<file path="src/rtl/uart_arb_pkg.sv">
// rtl/uart_arb_pkg.sv - shared state encoding and constants for the UART frame arbiter
package uart_arb_pkg;

  typedef enum logic [2:0] {
    ST_IDLE,
    ST_START,
    ST_WAIT_ACK,
    ST_WAIT_DONE,
    ST_FIN
  } arb_state_e;

  localparam int         ARB_ACK_TIMEOUT = 15;
  localparam logic [7:0] ARB_HDR_DEFAULT = 8'h22;
  localparam logic [7:0] ARB_TRL_DEFAULT = 8'h55;

  // Width of a requester index; a single requester still needs one bit.
  function automatic int arb_idx_width(input int n);
    return (n > 1) ? $clog2(n) : 1;
  endfunction

endpackage

</file>
<file path="src/rtl/uart_frame_arbiter_if.sv">
// rtl/uart_frame_arbiter_if.sv - requester and UART TX signal bundle for the frame arbiter
interface uart_frame_arbiter_if #(
  parameter int NREQ    = 2,
  parameter int MAX_LEN = 4
) ();

  logic [NREQ-1:0]           req;
  logic [NREQ*4-1:0]         req_len;
  logic [NREQ*MAX_LEN*8-1:0] req_data;
  logic [NREQ-1:0]           grant;
  logic [NREQ-1:0]           done;
  logic                      busy;
  logic [7:0]                tx_data;
  logic                      tx_start;
  logic                      tx_busy;

  // Requesters plus the UART transmitter sit on the master side.
  modport master (
    output req, req_len, req_data, tx_busy,
    input  grant, done, busy, tx_data, tx_start
  );

  modport slave (
    input  req, req_len, req_data, tx_busy,
    output grant, done, busy, tx_data, tx_start
  );

endinterface

</file>
<file path="src/rtl/uart_arb_pick.sv">
// rtl/uart_arb_pick.sv - combinational winner selection; UART_ARB_RR_EN selects round-robin,
// otherwise fixed priority with the lowest index winning.
module uart_arb_pick
  import uart_arb_pkg::*;
#(
  parameter int NREQ = 2,
  parameter int IW   = arb_idx_width(NREQ)
) (
  input  logic [NREQ-1:0] req,
`ifdef UART_ARB_RR_EN
  input  logic [IW-1:0]   ptr,
`endif
  output logic            valid,
  output logic [NREQ-1:0] onehot,
  output logic [IW-1:0]   idx
);

`ifdef UART_ARB_RR_EN
  logic [IW-1:0] cand;

  // Search begins one past the last winner and wraps, so the last winner is tried last.
  always_comb begin
    valid  = 1'b0;
    onehot = '0;
    idx    = '0;
    cand   = '0;
    for (int k = 1; k <= NREQ; k++) begin
      cand = IW'((int'(ptr) + k) % NREQ);
      if (!valid && req[cand]) begin
        valid        = 1'b1;
        onehot[cand] = 1'b1;
        idx          = cand;
      end
    end
  end
`else
  always_comb begin
    valid  = 1'b0;
    onehot = '0;
    idx    = '0;
    for (int k = 0; k < NREQ; k++) begin
      if (!valid && req[k]) begin
        valid     = 1'b1;
        onehot[k] = 1'b1;
        idx       = IW'(k);
      end
    end
  end
`endif

endmodule

</file>
<file path="src/rtl/uart_frame_arbiter.sv">
// rtl/uart_frame_arbiter.sv - shares one UART TX among requesters, framing each grant as
// HDR, payload, HDR, TRL; UART_ARB_RR_EN enables round-robin arbitration.
module uart_frame_arbiter
  import uart_arb_pkg::*;
#(
  parameter int         NREQ    = 2,
  parameter int         MAX_LEN = 4,
  parameter logic [7:0] HDR     = ARB_HDR_DEFAULT,
  parameter logic [7:0] TRL     = ARB_TRL_DEFAULT
) (
  input logic                clk,
  input logic                rst,
  uart_frame_arbiter_if.slave bus
);

  localparam int IW   = arb_idx_width(NREQ);
  localparam int IDXW = $clog2(MAX_LEN + 3);
  localparam int PW   = MAX_LEN * 8;

  arb_state_e      state_q, state_d;
  logic [IDXW-1:0] idx_q, idx_d;
  logic [IDXW-1:0] len_q, len_d;
  logic [PW-1:0]   pay_q, pay_d;
  logic [NREQ-1:0] grant_q, grant_d;
  logic [NREQ-1:0] done_q, done_d;
  logic            busy_q, busy_d;
  logic            tx_start_q, tx_start_d;
  logic [7:0]      tx_data_q, tx_data_d;
  logic [3:0]      ack_cnt_q, ack_cnt_d;
  logic            ack_err_q, ack_err_d;

  logic            pick_valid;
  logic [NREQ-1:0] pick_onehot;
  logic [IW-1:0]   pick_idx;
  logic [3:0]      sel_len;
  logic [PW-1:0]   sel_data;
  logic [IDXW-1:0] sel_len_clamped;

`ifdef UART_ARB_RR_EN
  logic [IW-1:0] ptr_q, ptr_d;
`endif

  uart_arb_pick #(
    .NREQ (NREQ),
    .IW   (IW)
  ) u_pick (
    .req    (bus.req),
`ifdef UART_ARB_RR_EN
    .ptr    (ptr_q),
`endif
    .valid  (pick_valid),
    .onehot (pick_onehot),
    .idx    (pick_idx)
  );

  assign sel_len         = bus.req_len[int'(pick_idx)*4 +: 4];
  assign sel_data        = bus.req_data[int'(pick_idx)*PW +: PW];
  assign sel_len_clamped = (sel_len > 4'(MAX_LEN)) ? IDXW'(MAX_LEN) : IDXW'(sel_len);

  // Frame position i maps to HDR, payload[0..n-1], HDR, TRL.
  function automatic logic [7:0] frame_byte(input logic [IDXW-1:0] i,
                                            input logic [IDXW-1:0] n,
                                            input logic [PW-1:0]   pl);
    logic [7:0] b;
    if (i == '0)                  b = HDR;
    else if (i <= n)              b = pl[8*(int'(i)-1) +: 8];
    else if (i == n + IDXW'(1))   b = HDR;
    else                          b = TRL;
    return b;
  endfunction

  always_comb begin
    state_d    = state_q;
    idx_d      = idx_q;
    len_d      = len_q;
    pay_d      = pay_q;
    grant_d    = grant_q;
    done_d     = '0;
    tx_start_d = 1'b0;
    tx_data_d  = tx_data_q;
    ack_cnt_d  = ack_cnt_q;
    ack_err_d  = ack_err_q;
`ifdef UART_ARB_RR_EN
    ptr_d      = ptr_q;
`endif
    unique case (state_q)
      ST_IDLE: begin
        if (pick_valid && !bus.tx_busy) begin
          state_d    = ST_START;
          grant_d    = pick_onehot;
          len_d      = sel_len_clamped;
          pay_d      = sel_data;
          idx_d      = '0;
          tx_start_d = 1'b1;
          tx_data_d  = HDR;
`ifdef UART_ARB_RR_EN
          ptr_d      = pick_idx;
`endif
        end
      end
      ST_START: begin
        state_d   = ST_WAIT_ACK;
        ack_cnt_d = '0;
      end
      ST_WAIT_ACK: begin
        if (bus.tx_busy) begin
          state_d = ST_WAIT_DONE;
        end else if (ack_cnt_q == 4'(ARB_ACK_TIMEOUT - 1)) begin
          // UART never acknowledged: flag it and keep the frame moving.
          ack_err_d = 1'b1;
          state_d   = ST_WAIT_DONE;
        end else begin
          ack_cnt_d = ack_cnt_q + 4'd1;
        end
      end
      ST_WAIT_DONE: begin
        if (!bus.tx_busy) begin
          if (idx_q == len_q + IDXW'(2)) begin
            state_d = ST_FIN;
            done_d  = grant_q;
          end else begin
            state_d    = ST_START;
            idx_d      = idx_q + IDXW'(1);
            tx_start_d = 1'b1;
            tx_data_d  = frame_byte(idx_q + IDXW'(1), len_q, pay_q);
          end
        end
      end
      ST_FIN: begin
        state_d = ST_IDLE;
        grant_d = '0;
      end
      default: begin
        state_d = ST_IDLE;
        grant_d = '0;
      end
    endcase
    busy_d = (state_d != ST_IDLE);
  end

  always_ff @(posedge clk) begin
    if (rst) begin
      state_q    <= ST_IDLE;
      idx_q      <= '0;
      len_q      <= '0;
      pay_q      <= '0;
      grant_q    <= '0;
      done_q     <= '0;
      busy_q     <= 1'b0;
      tx_start_q <= 1'b0;
      tx_data_q  <= 8'h00;
      ack_cnt_q  <= '0;
      ack_err_q  <= 1'b0;
    end else begin
      state_q    <= state_d;
      idx_q      <= idx_d;
      len_q      <= len_d;
      pay_q      <= pay_d;
      grant_q    <= grant_d;
      done_q     <= done_d;
      busy_q     <= busy_d;
      tx_start_q <= tx_start_d;
      tx_data_q  <= tx_data_d;
      ack_cnt_q  <= ack_cnt_d;
      ack_err_q  <= ack_err_d;
    end
  end

`ifdef UART_ARB_RR_EN
  // Pointer starts at the top index so the first search begins at requester 0.
  always_ff @(posedge clk) begin
    if (rst) ptr_q <= IW'(NREQ - 1);
    else     ptr_q <= ptr_d;
  end
`endif

  assign bus.grant    = grant_q;
  assign bus.done     = done_q;
  assign bus.busy     = busy_q;
  assign bus.tx_data  = tx_data_q;
  assign bus.tx_start = tx_start_q;

endmodule
</file>
<file path="src/flat_wrapper.sv">
// flat-port wrapper written by rule: the top's interface ports become plain ports
module uart_frame_arbiter_flat import uart_arb_pkg::*;
#(
  parameter int         NREQ    = 2,
  parameter int         MAX_LEN = 4,
  parameter logic [7:0] HDR     = ARB_HDR_DEFAULT,
  parameter logic [7:0] TRL     = ARB_TRL_DEFAULT
)
  (clk, rst, bus_req, bus_req_len, bus_req_data, bus_tx_busy, bus_grant, bus_done, bus_busy, bus_tx_data, bus_tx_start);
  uart_frame_arbiter_if #(.NREQ(NREQ), .MAX_LEN(MAX_LEN)) bus_i ();
  input logic clk;
  input logic rst;
  input wire logic [$bits(bus_i.req)-1:0] bus_req;
  input wire logic [$bits(bus_i.req_len)-1:0] bus_req_len;
  input wire logic [$bits(bus_i.req_data)-1:0] bus_req_data;
  input wire logic [$bits(bus_i.tx_busy)-1:0] bus_tx_busy;
  output wire logic [$bits(bus_i.grant)-1:0] bus_grant;
  output wire logic [$bits(bus_i.done)-1:0] bus_done;
  output wire logic [$bits(bus_i.busy)-1:0] bus_busy;
  output wire logic [$bits(bus_i.tx_data)-1:0] bus_tx_data;
  output wire logic [$bits(bus_i.tx_start)-1:0] bus_tx_start;
  assign bus_i.req = bus_req;
  assign bus_i.req_len = bus_req_len;
  assign bus_i.req_data = bus_req_data;
  assign bus_i.tx_busy = bus_tx_busy;
  assign bus_grant = bus_i.grant;
  assign bus_done = bus_i.done;
  assign bus_busy = bus_i.busy;
  assign bus_tx_data = bus_i.tx_data;
  assign bus_tx_start = bus_i.tx_start;
  uart_frame_arbiter #(.NREQ(NREQ), .MAX_LEN(MAX_LEN), .HDR(HDR), .TRL(TRL)) u_core (.clk(clk), .rst(rst), .bus(bus_i));
endmodule
</file>
<file path="config.mk">
export PLATFORM = sky130hd
export DESIGN_NAME = uart_frame_arbiter_flat
export DESIGN_NICKNAME = d
export VERILOG_FILES = /design/src/rtl/uart_arb_pkg.sv /design/src/rtl/uart_frame_arbiter_if.sv /design/src/rtl/uart_arb_pick.sv /design/src/rtl/uart_frame_arbiter.sv /design/src/flat_wrapper.sv
export SDC_FILE = /design/constraint.sdc
export NUM_CORES = 1
export LEC_CHECK = 0
export CAP_MARGIN = 30
export CELL_PAD_IN_SITES_DETAIL_PLACEMENT = 1
export CELL_PAD_IN_SITES_GLOBAL_PLACEMENT = 1
export CORE_ASPECT_RATIO = 0.6
export CORE_MARGIN = 2
export CORE_UTILIZATION = 45
export CTS_CLUSTER_DIAMETER = 30
export DETAILED_ROUTE_END_ITERATION = 8
export DONT_BUFFER_PORTS = 1
export PLACE_DENSITY_LB_ADDON = 0.1
export SETUP_SLACK_MARGIN = 0.2
export SYNTH_ARGS = -nofsm -noshare
export SYNTH_HDL_FRONTEND = slang
export SYNTH_HIERARCHICAL = 1
export SYNTH_SLANG_ARGS = --single-unit
</file>
<file path="constraint.sdc">
create_clock -name clk -period 3.1 [get_ports clk]
set_clock_uncertainty 0.05 [all_clocks]
set_input_delay 0.465 -clock clk [delete_from_list [all_inputs] [get_ports clk]]
set_output_delay 0.465 -clock clk [all_outputs]
set_load 0.02 [all_outputs]
</file>
-- After elaboration in Yosys (flattened, before gate mapping)
Index checks and enable logic that the tools add are counted.
- $add $sub $neg: 5
- $lt $le $gt $ge: 2
- equal/unequal tests: 11
- shift operators: 3
- muxes and demuxes: 30
- bitwise gates (word level): 3
- reduce and logical (&&, ||, !) cells: 15
- operators by type and width (cell ; number):
    indexed part select 64 x 7 -> 32 bit ; 1
    two-way mux 8 bit ; 5
    indexed part select 32 x 32 -> 8 bit ; 1
    two-way mux 3 bit ; 9
    case mux 8 bit (2 select lines) ; 1
    case mux 3 bit (4 select lines) ; 1
    two-way mux 4 bit ; 2
    inequality test 2 bit, second input constant ; 4
    case mux 4 bit (2 select lines) ; 1
    indexed part select 8 x 4 -> 4 bit ; 1
    two-way mux 7 bit ; 1
    adder 3 x 1 -> 3 bit, second input constant ; 2
    equality test 3 x 2 -> 1 bit, second input constant ; 2
    equality test 3 bit ; 2
    zero test 3 bit ; 2
    two-way mux 1 bit ; 6
    case mux 3 bit (2 select lines) ; 1
    adder 4 x 1 -> 4 bit, second input constant ; 1
    equality test 4 bit, second input constant ; 1
    greater-than comparator 4 x 3 -> 1 bit, second input constant ; 1
    case mux 2 bit (2 select lines) ; 1
    AND reduction 2 bit ; 2
    AND reduction 4 bit ; 1
    nonzero test 2 bit ; 2
    14 further kinds ; 18
- flip-flop bits (word level): 59
- output and inout port bits: 14
- word-level logic and storage cells: 79

-- Longest topological paths before layout
Gate-level depths: netlist of run 1.
- word-level depth: 8
- depth in mapped cells: 7
- depth with buffers taken out: 7

-- Hierarchy
Netlist of run 1, hierarchy kept.
- modules (own cells, without submodules) (module ; instances ; cells each ; area each (sq um) ; sequential area each (sq um)):
    uart_frame_arbiter ; 1 ; 322 ; 3059.2 ; 1181.1
    uart_arb_pick ; 1 ; 4 ; 27.5 ; 0.0

-- Least setup slack after synthesis of run 1
No wires, ideal clock.
- path kind: reg-to-reg
- start point: register u_core.idx_q[0]
- end point: register u_core.tx_data_q[1], in the netlist u_core/bus.tx_data[1]
- setup time: 0.095 ns
- data arrival time: 2.051 ns
- path slack: 0.904 ns
- cell stages (with the launch flop): 8
- period minus slack after synthesis: 2.196 ns
- cell sequence: dfxtp_1 ha_1 ha_1 ha_1 a21oi_1 a2111oi_1 nor4b_1 a221oi_1
- cells in the longest elaborated chain, start to end: 8
- elaborated cells between the ends (all ways): 15
- classes of those cells: 2 x add/sub; 1 x order compare; 3 x eq/ne; 1 x shift; 6 x mux; 2 x reduce/logical
- RTL lines (element ; line ; RTL):
    start: declaration ; uart_frame_arbiter.sv:21 ; logic [IDXW-1:0] idx_q, idx_d;
    start signal: assignment ; uart_frame_arbiter.sv:156 ; idx_q <= idx_d;
    adder 3 x 1 -> 3 bit ; uart_frame_arbiter.sv:125 ; tx_data_d = frame_byte(idx_q + IDXW'(1), len_q, pay_q);
    subtractor 3 x 1 -> 4 bit or equality test 3 bit (tied branches) ; uart_frame_arbiter.sv:66, uart_frame_arbiter.sv:67 ;
    indexed part select 32 x 32 -> 8 bit or two-way mux 7 bit (tied branches) ; uart_frame_arbiter.sv:66, uart_frame_arbiter.sv:67 ;
    two-way mux 8 bit ; uart_frame_arbiter.sv:66 ; else if (i <= n) b = pl[8*(int'(i)-1) +: 8];
    two-way mux 8 bit ; uart_frame_arbiter.sv:65 ; if (i == '0) b = HDR;
    two-way mux 8 bit ; uart_frame_arbiter.sv:118 ; if (idx_q == len_q + IDXW'(2)) begin
    two-way mux 8 bit ; uart_frame_arbiter.sv:117 ; if (!bus.tx_busy) begin
    case mux 8 bit (2 select lines) ; uart_frame_arbiter.sv:86 ; unique case (state_q)
    end signal: assignment ; uart_frame_arbiter.sv:163 ; tx_data_q <= tx_data_d;
    end: declaration ; uart_frame_arbiter.sv:28 ; logic [7:0] tx_data_q, tx_data_d;
Several ways; a longest one is shown, not always the timed one. The select of a mux whose other input is x is not followed.
A chain may end at the register's enable or synchronous reset.

-- Worst setup path in the final report of run 1
- start point: register u_core.idx_q[1]
- end point: register u_core.tx_data_q[1], in the netlist u_core/bus.tx_data[1]
Same word-level chain as after synthesis.

==> results of run 1 <==
[through the flow]
| stage | hold WS (ns) | util | std cells |
|---|---|---|---|
| after CTS | 0.1458 | 0.5212 | 410 |
| after floorplan | 0.4029 | - | 326 |
| after detailed placement | 0.4256 | 0.4717 | 394 |
| after global routing | 0.1471 | 0.5212 | 410 |
| after global placement | 0.4209 | 0.4717 | 394 |
| final | 0.1663 | 0.5212 | 410 |
[layer usage]
layer / vias up / track usage / part of all wire
met4: 0 / 0.08125 / 0.0089
met2: 85 / 0.3106 / 0.39
li1: 1198 / - / -
met5: - / 0 / 0
met1: 1186 / 0.3236 / 0.53
met3: 6 / 0.06200 / 0.071
[critical path, cell delays in order (launching register included)]
cell       delay [ns]
dfxtp_1          0.35
ha_1             0.23
ha_1             0.43
ha_1             0.39
a21oi_1          0.11
a2111oi_1        0.60
nor4b_1          0.14
a221oi_1         0.30
[area by class of cell]
cell class / count / share of cell area
Tap cell: 87 / 0.03142
Clock buffer: 12 / 0.07403
Inverter: 8 / 0.008667
Multi-Input combinational cell: 234 / 0.5110
Clock inverter: 4 / 0.02095
Timing Repair Buffer: 6 / 0.01300
Sequential cell: 59 / 0.3409
[cells by family (layout without fill, tap and decap cells)]
logic type | Yosys count | in the layout | share of synthesized area
mux | 44 | 44 | 0.1755
flops | 59 | 59 | 0.3827
xor+xnor | 3 | 3 | 0.01338
buf+inv | 33 | 30 | 0.04621
simple gates | 101 | 101 | 0.1666
fa+ha+maj | 9 | 9 | 0.03648
compound gates | 77 | 77 | 0.1792
[cells in the final DEF (no fill, tap or decap), types with 6 or more instances in the layout]
cell / count
a211oi_1: 35
a21oi_1: 10
and2_1: 7
buf_4: 6
clkbuf_16: 9
dfxtp_1: 59
ha_1: 9
inv_1: 8
mux2i_1: 35
mux4_2: 8
nand2_1: 8
nand3_1: 12
nor2_1: 45
o21ai_0: 6
[registers in the layout, indices dropped and copies added (netlist names)]
signal               count
u_core/ack_cnt_q         4
u_core/len_q             3
u_core/bus.done          2
u_core/bus.grant         2
u_core/state_q           3
u_core/bus.busy          1
u_core/bus.tx_data       8
u_core/idx_q             3
u_core/pay_q            32
u_core/bus.tx_start      1
[power by group]
group / internal [uW] / switching [uW]
clock network: 745 / 337
registers: 811 / 50.0
logic: 96.7 / 118
total: 1650 / 505
[path summary, 6_finish.rpt]
| check | to | cells after the start | slack [ns] | startpoint |
|---|---|---|---|---|
| setup / recovery | u_core/bus.tx_data[1] | 7 | 0.40 | u_core/idx_q[1] |
| hold / removal | u_core/idx_q[2] | 1 | 0.17 | rst |
| setup reg to reg | u_core/bus.tx_data[1] | 7 | 0.40 | u_core/idx_q[1] |
| hold reg to reg | u_core/ack_cnt_q[3] | 2 | 0.44 | u_core/ack_cnt_q[3] |
==> impl_metrics.env, run 1 <==
export IMPL_slew_headroom=0.4514
export IMPL_yosysSeqAreaShare=0.3827
export IMPL_leakage_uw=0.001267
export IMPL_critPathRequiredTime_ns=3.27
export IMPL_grtUsageTotal=0.2217
export IMPL_setup_violations=0
export IMPL_netlist_cell_type_count=44
export IMPL_cts_setup_buffers=0
export IMPL_clk_pin_slew_worst_paths_ns=0.05
export IMPL_cts_buffers=9
export IMPL_cts_sinks=59
export IMPL_tns_ns=0
export IMPL_end_kind="flop"
export IMPL_postPlaceCellArea_sq_um=3136
export IMPL_hold_viol_final=0
export IMPL_regArea_sq_um=1181
export IMPL_total_power_uw=2158
export IMPL_ant_nets=0
export IMPL_finalMaxSlewViolations=0
export IMPL_postCtsHoldBufs=0
export IMPL_grt_max_degree=51
export IMPL_drt_wl_total_um=8052
export IMPL_die_x_um=110.9
export IMPL_multi_input_area_sq_um=1770
export IMPL_synth_seq_cells=59
export IMPL_core_sq_um=6648
export IMPL_synth_area_leader_cell="dfxtp_1"
export IMPL_htreeDepth=3
export IMPL_die_y_um=68.16
export IMPL_io_buffer_count=0
export IMPL_synthArstFlopShare=0
export IMPL_num_vias=2475
export IMPL_num_rows=23
export IMPL_diodes=0
export IMPL_cts_root_buf="clkbuf_16"
export IMPL_yosysMostFrequentCell="dfxtp_1"
export IMPL_cts_buffer_depth=2
export IMPL_drc=0
export IMPL_fillers=758
export IMPL_max_cap_violations=0
export IMPL_synthTopCellsByArea="dfxtp_1 38%, mux2i_1 11%, a211oi_1 8.5%"
export IMPL_io_pin_count=91
export IMPL_fmax_mhz=369.7
export IMPL_die_area_sq_um=7560
export IMPL_post_dp_hpwl_um=5850
export IMPL_synth_edf_count=0
export IMPL_wl_per_cell_um=19.64
export IMPL_worstSetupPathType="reg2reg"
export IMPL_hp_class="in2reg"
export IMPL_run_status="complete, no violations"
export IMPL_antenna_found_initial=0
export IMPL_synth_yosys_warnings=6
export IMPL_ctsResizeCount=0
export IMPL_grt_setup_unrepaired="no"
export IMPL_fin_ws_ns=0.3952
export IMPL_netlist_area_sq_um=3087
export IMPL_cp_max_fo=12
export IMPL_cts_tree="done"
export IMPL_synthCells=326
export IMPL_drt_iter0_drc=117
export IMPL_grt_overflow=0
export IMPL_period_minus_slack_ns=2.705
export IMPL_synth_common_cells="59 x dfxtp_1, 45 x nor2_1, 35 x a211oi_1, 35 x mux2i_1, 14 x clkbuf_1"
export IMPL_layout_nets=404
export IMPL_area_delta_synth_final_pct=12.24
export IMPL_drt_pass1_iterations=4
export IMPL_grt_pass1_vias=2391
export IMPL_critPathArrivalTime_ns=2.87
export IMPL_insertion_delay_ns=0.32
export IMPL_viasPerCell=6.037
export IMPL_peakVddDrop_v=0.0003792
export IMPL_min_period_over_period=0.8725
export IMPL_syn_nets=412
export IMPL_synth_area_per_cell_sq_um=9.468
export IMPL_yosysTopAreaCellShare=0.3827
export IMPL_tightest_slew_ns=0.8179
export IMPL_power_density_nw_per_um2=622.8
export IMPL_grt_pass1_wl_um=12720
export IMPL_initial_core_util=0.4643
export IMPL_place_ws_ns=0.4531
export IMPL_final_layout_size_suffix_gt1_frac=0.1084
export IMPL_place_gp_congestion=0.8475
export IMPL_synthFlopType="dfxtp_1"
export IMPL_stdcell_area_sq_um=3465
export IMPL_cp_start_kind="flop"
(Power assumes the default switching activity.)
==> run 2, diff against run 1 <==
--- a/config.mk
+++ b/config.mk
@@ -15,6 +15,7 @@
 export DETAILED_ROUTE_END_ITERATION = 8
 export DONT_BUFFER_PORTS = 1
 export PLACE_DENSITY_LB_ADDON = 0.1
+export REMOVE_ABC_BUFFERS = 1
 export SETUP_SLACK_MARGIN = 0.2
 export SYNTH_ARGS = -nofsm -noshare
 export SYNTH_HDL_FRONTEND = slang
==> impl_metrics.env, run 2 (synthesis results as in run 1) <==
export IMPL_drc=0
export IMPL_wl_per_cell_um=18.39
export IMPL_fillers=773
export IMPL_worstPathCellList="ha_1 > ha_1 > ha_1 > a21oi_1 > a2111oi_1 > nor4b_1 > a221oi_1"
export IMPL_die_area_sq_um=7560
export IMPL_ant_nets=0
export IMPL_antenna_found_initial=0
export IMPL_fmax_mhz=392.9
export IMPL_cts_tree="done"
export IMPL_grt_setup_unrepaired="no"
export IMPL_slew_headroom=0.5951
export IMPL_r2r_start="u_core/idx_q[1]"
export IMPL_peakVddDrop_v=0.0002410
export IMPL_area_delta_synth_final_pct=11.80
export IMPL_die_x_um=110.9
export IMPL_cp_max_fo=5
export IMPL_ctsResizeCount=0
export IMPL_whs_path_depth=1
export IMPL_core_sq_um=6648
export IMPL_clk_pin_slew_worst_paths_ns=0.05
export IMPL_final_layout_size_suffix_gt1_frac=0.1056
export IMPL_multi_input_area_sq_um=1770
export IMPL_cts_root_buf="clkbuf_16"
export IMPL_cts_sinks=59
export IMPL_reg2reg_setup_slack_ns=0.55
export IMPL_die_y_um=68.16
export IMPL_place_gp_congestion=0.7701
export IMPL_initial_core_util=0.4643
export IMPL_drt_iter0_drc=177
export IMPL_slowest_delay_ns=0.58
export IMPL_crit_path_frequent_cell="ha_1"
export IMPL_grt_pass1_vias=2222
export IMPL_min_delay_start="rst"
export IMPL_worstSetupPathType="reg2reg"
export IMPL_leakage_uw=0.001263
export IMPL_grtUsageTotal=0.2043
export IMPL_cts_setup_buffers=0
export IMPL_diodes=0
export IMPL_viasPerCell=5.924
export IMPL_final_common_cell="dfxtp_1"
export IMPL_cp_num_buf_inv=0
export IMPL_path_delay_family="compound AO/OA/AOI/OAI gates"
export IMPL_num_vias=2423
export IMPL_postCtsHoldBufs=0
export IMPL_cp_start_kind="flop"
export IMPL_critPathArrivalTime_ns=2.71
export IMPL_max_cap_violations=0
export IMPL_min_to="u_core/pay_q[11]"
export IMPL_end_kind="flop"
export IMPL_layout_common_cells="59 x dfxtp_1, 45 x nor2_1, 35 x mux2i_1, 35 x a211oi_1, 12 x nand3_1"
export IMPL_tightest_slew_ns=0.6065
export IMPL_grt_max_degree=71
export IMPL_htreeDepth=3
export IMPL_r2r_end="u_core/bus.tx_data[1]"
export IMPL_hp_class="in2reg"
export IMPL_period_minus_slack_ns=2.545
export IMPL_critPathRequiredTime_ns=3.26
export IMPL_crit_path_top_delay_cell="a2111oi_1"
export IMPL_setup_violations=0
export IMPL_power_density_nw_per_um2=585.0
export IMPL_hold_viol_final=0
export IMPL_io_buffer_count=0
export IMPL_insertion_delay_ns=0.32
export IMPL_post_dp_hpwl_um=5061
export IMPL_drt_pass1_iterations=5
export IMPL_largest_register_ffs=32
export IMPL_tns_ns=0
export IMPL_drt_wl_total_um=7521
export IMPL_ff2ff_path_depth=7
export IMPL_io_pin_count=91
export IMPL_run_status="complete, no violations"
export IMPL_num_rows=23
export IMPL_cts_buffer_depth=2
export IMPL_finish_utilization=0.5191
export IMPL_grt_pass1_wl_um=11860
export IMPL_layout_nets=405
export IMPL_grt_overflow=0
export IMPL_regMostFlops="u_core/pay_q"
export IMPL_regArea_sq_um=1181
export IMPL_finalMaxSlewViolations=0
export IMPL_min_period_over_period=0.8210
export IMPL_cts_buffers=9
[run 2: layout make-up]
| type | count | share of cell area |
|---|---|---|
| multi-input cells | 234 | 0.5131 |
| well taps | 87 | 0.03154 |
| flip-flops and latches | 59 | 0.3423 |
| clock buffers | 11 | 0.07034 |
| clock inverters | 3 | 0.01160 |
| inverters | 8 | 0.008702 |
| repair buffers | 7 | 0.02248 |
[run 2: worst max-delay path by stage]
stage | cells past startpoint | slack [ns] | start | end
after floorplan | 4 | -0.59 | bus_req[0] | u_core/len_q[0]
after global placement | 7 | 0.76 | u_core/idx_q[1] | u_core/bus.tx_data[2]
after detailed placement | 7 | 0.68 | u_core/idx_q[1] | u_core/bus.tx_data[1]
after CTS | 7 | 0.63 | u_core/idx_q[1] | u_core/bus.tx_data[1]
after global routing | 7 | 0.43 | u_core/idx_q[1] | u_core/bus.tx_data[1]
final | 7 | 0.55 | u_core/idx_q[1] | u_core/bus.tx_data[1]
[run 2: per-stage QoR]
| stage | hold slack, ns | area, sq um | std cells | total power [uW] | setup slack (ns) |
|---|---|---|---|---|---|
| 5_1_grt | 0.1486 | 3451 | 409 | 2104 | 0.4265 |
| 3_5_place_dp | 0.4258 | 3148 | 394 | 1078 | 0.6848 |
| 4_1_cts | 0.1523 | 3431 | 408 | 2036 | 0.6289 |
| 3_3_place_gp | 0.4176 | 3148 | 394 | 1070 | 0.7640 |
| 2_1_floorplan | 0.3968 | 2974 | 301 | 1027 | -0.5853 |
| 6_report | 0.1604 | 3451 | 409 | 2019 | 0.5549 |
[run 2: metal layers]
layer  vias to the layer above  GRT usage  share of wire  wire, um
li1                       1198          -              -         -
met1                      1148     0.2799           0.52      3880
met2                        73     0.3075           0.41      3073
met3                         4    0.07529          0.070       524
met4                         0    0.05156         0.0057        43
met5                         -          0              0         0
[run 2: power by group]
part           internal [uW]  total [uW]  leakage, uW  switching (uW)
Combinational            102         216     0.000638             114
Clock                    631         952     0.000141             322
Sequential               811         850     0.000484            39.0
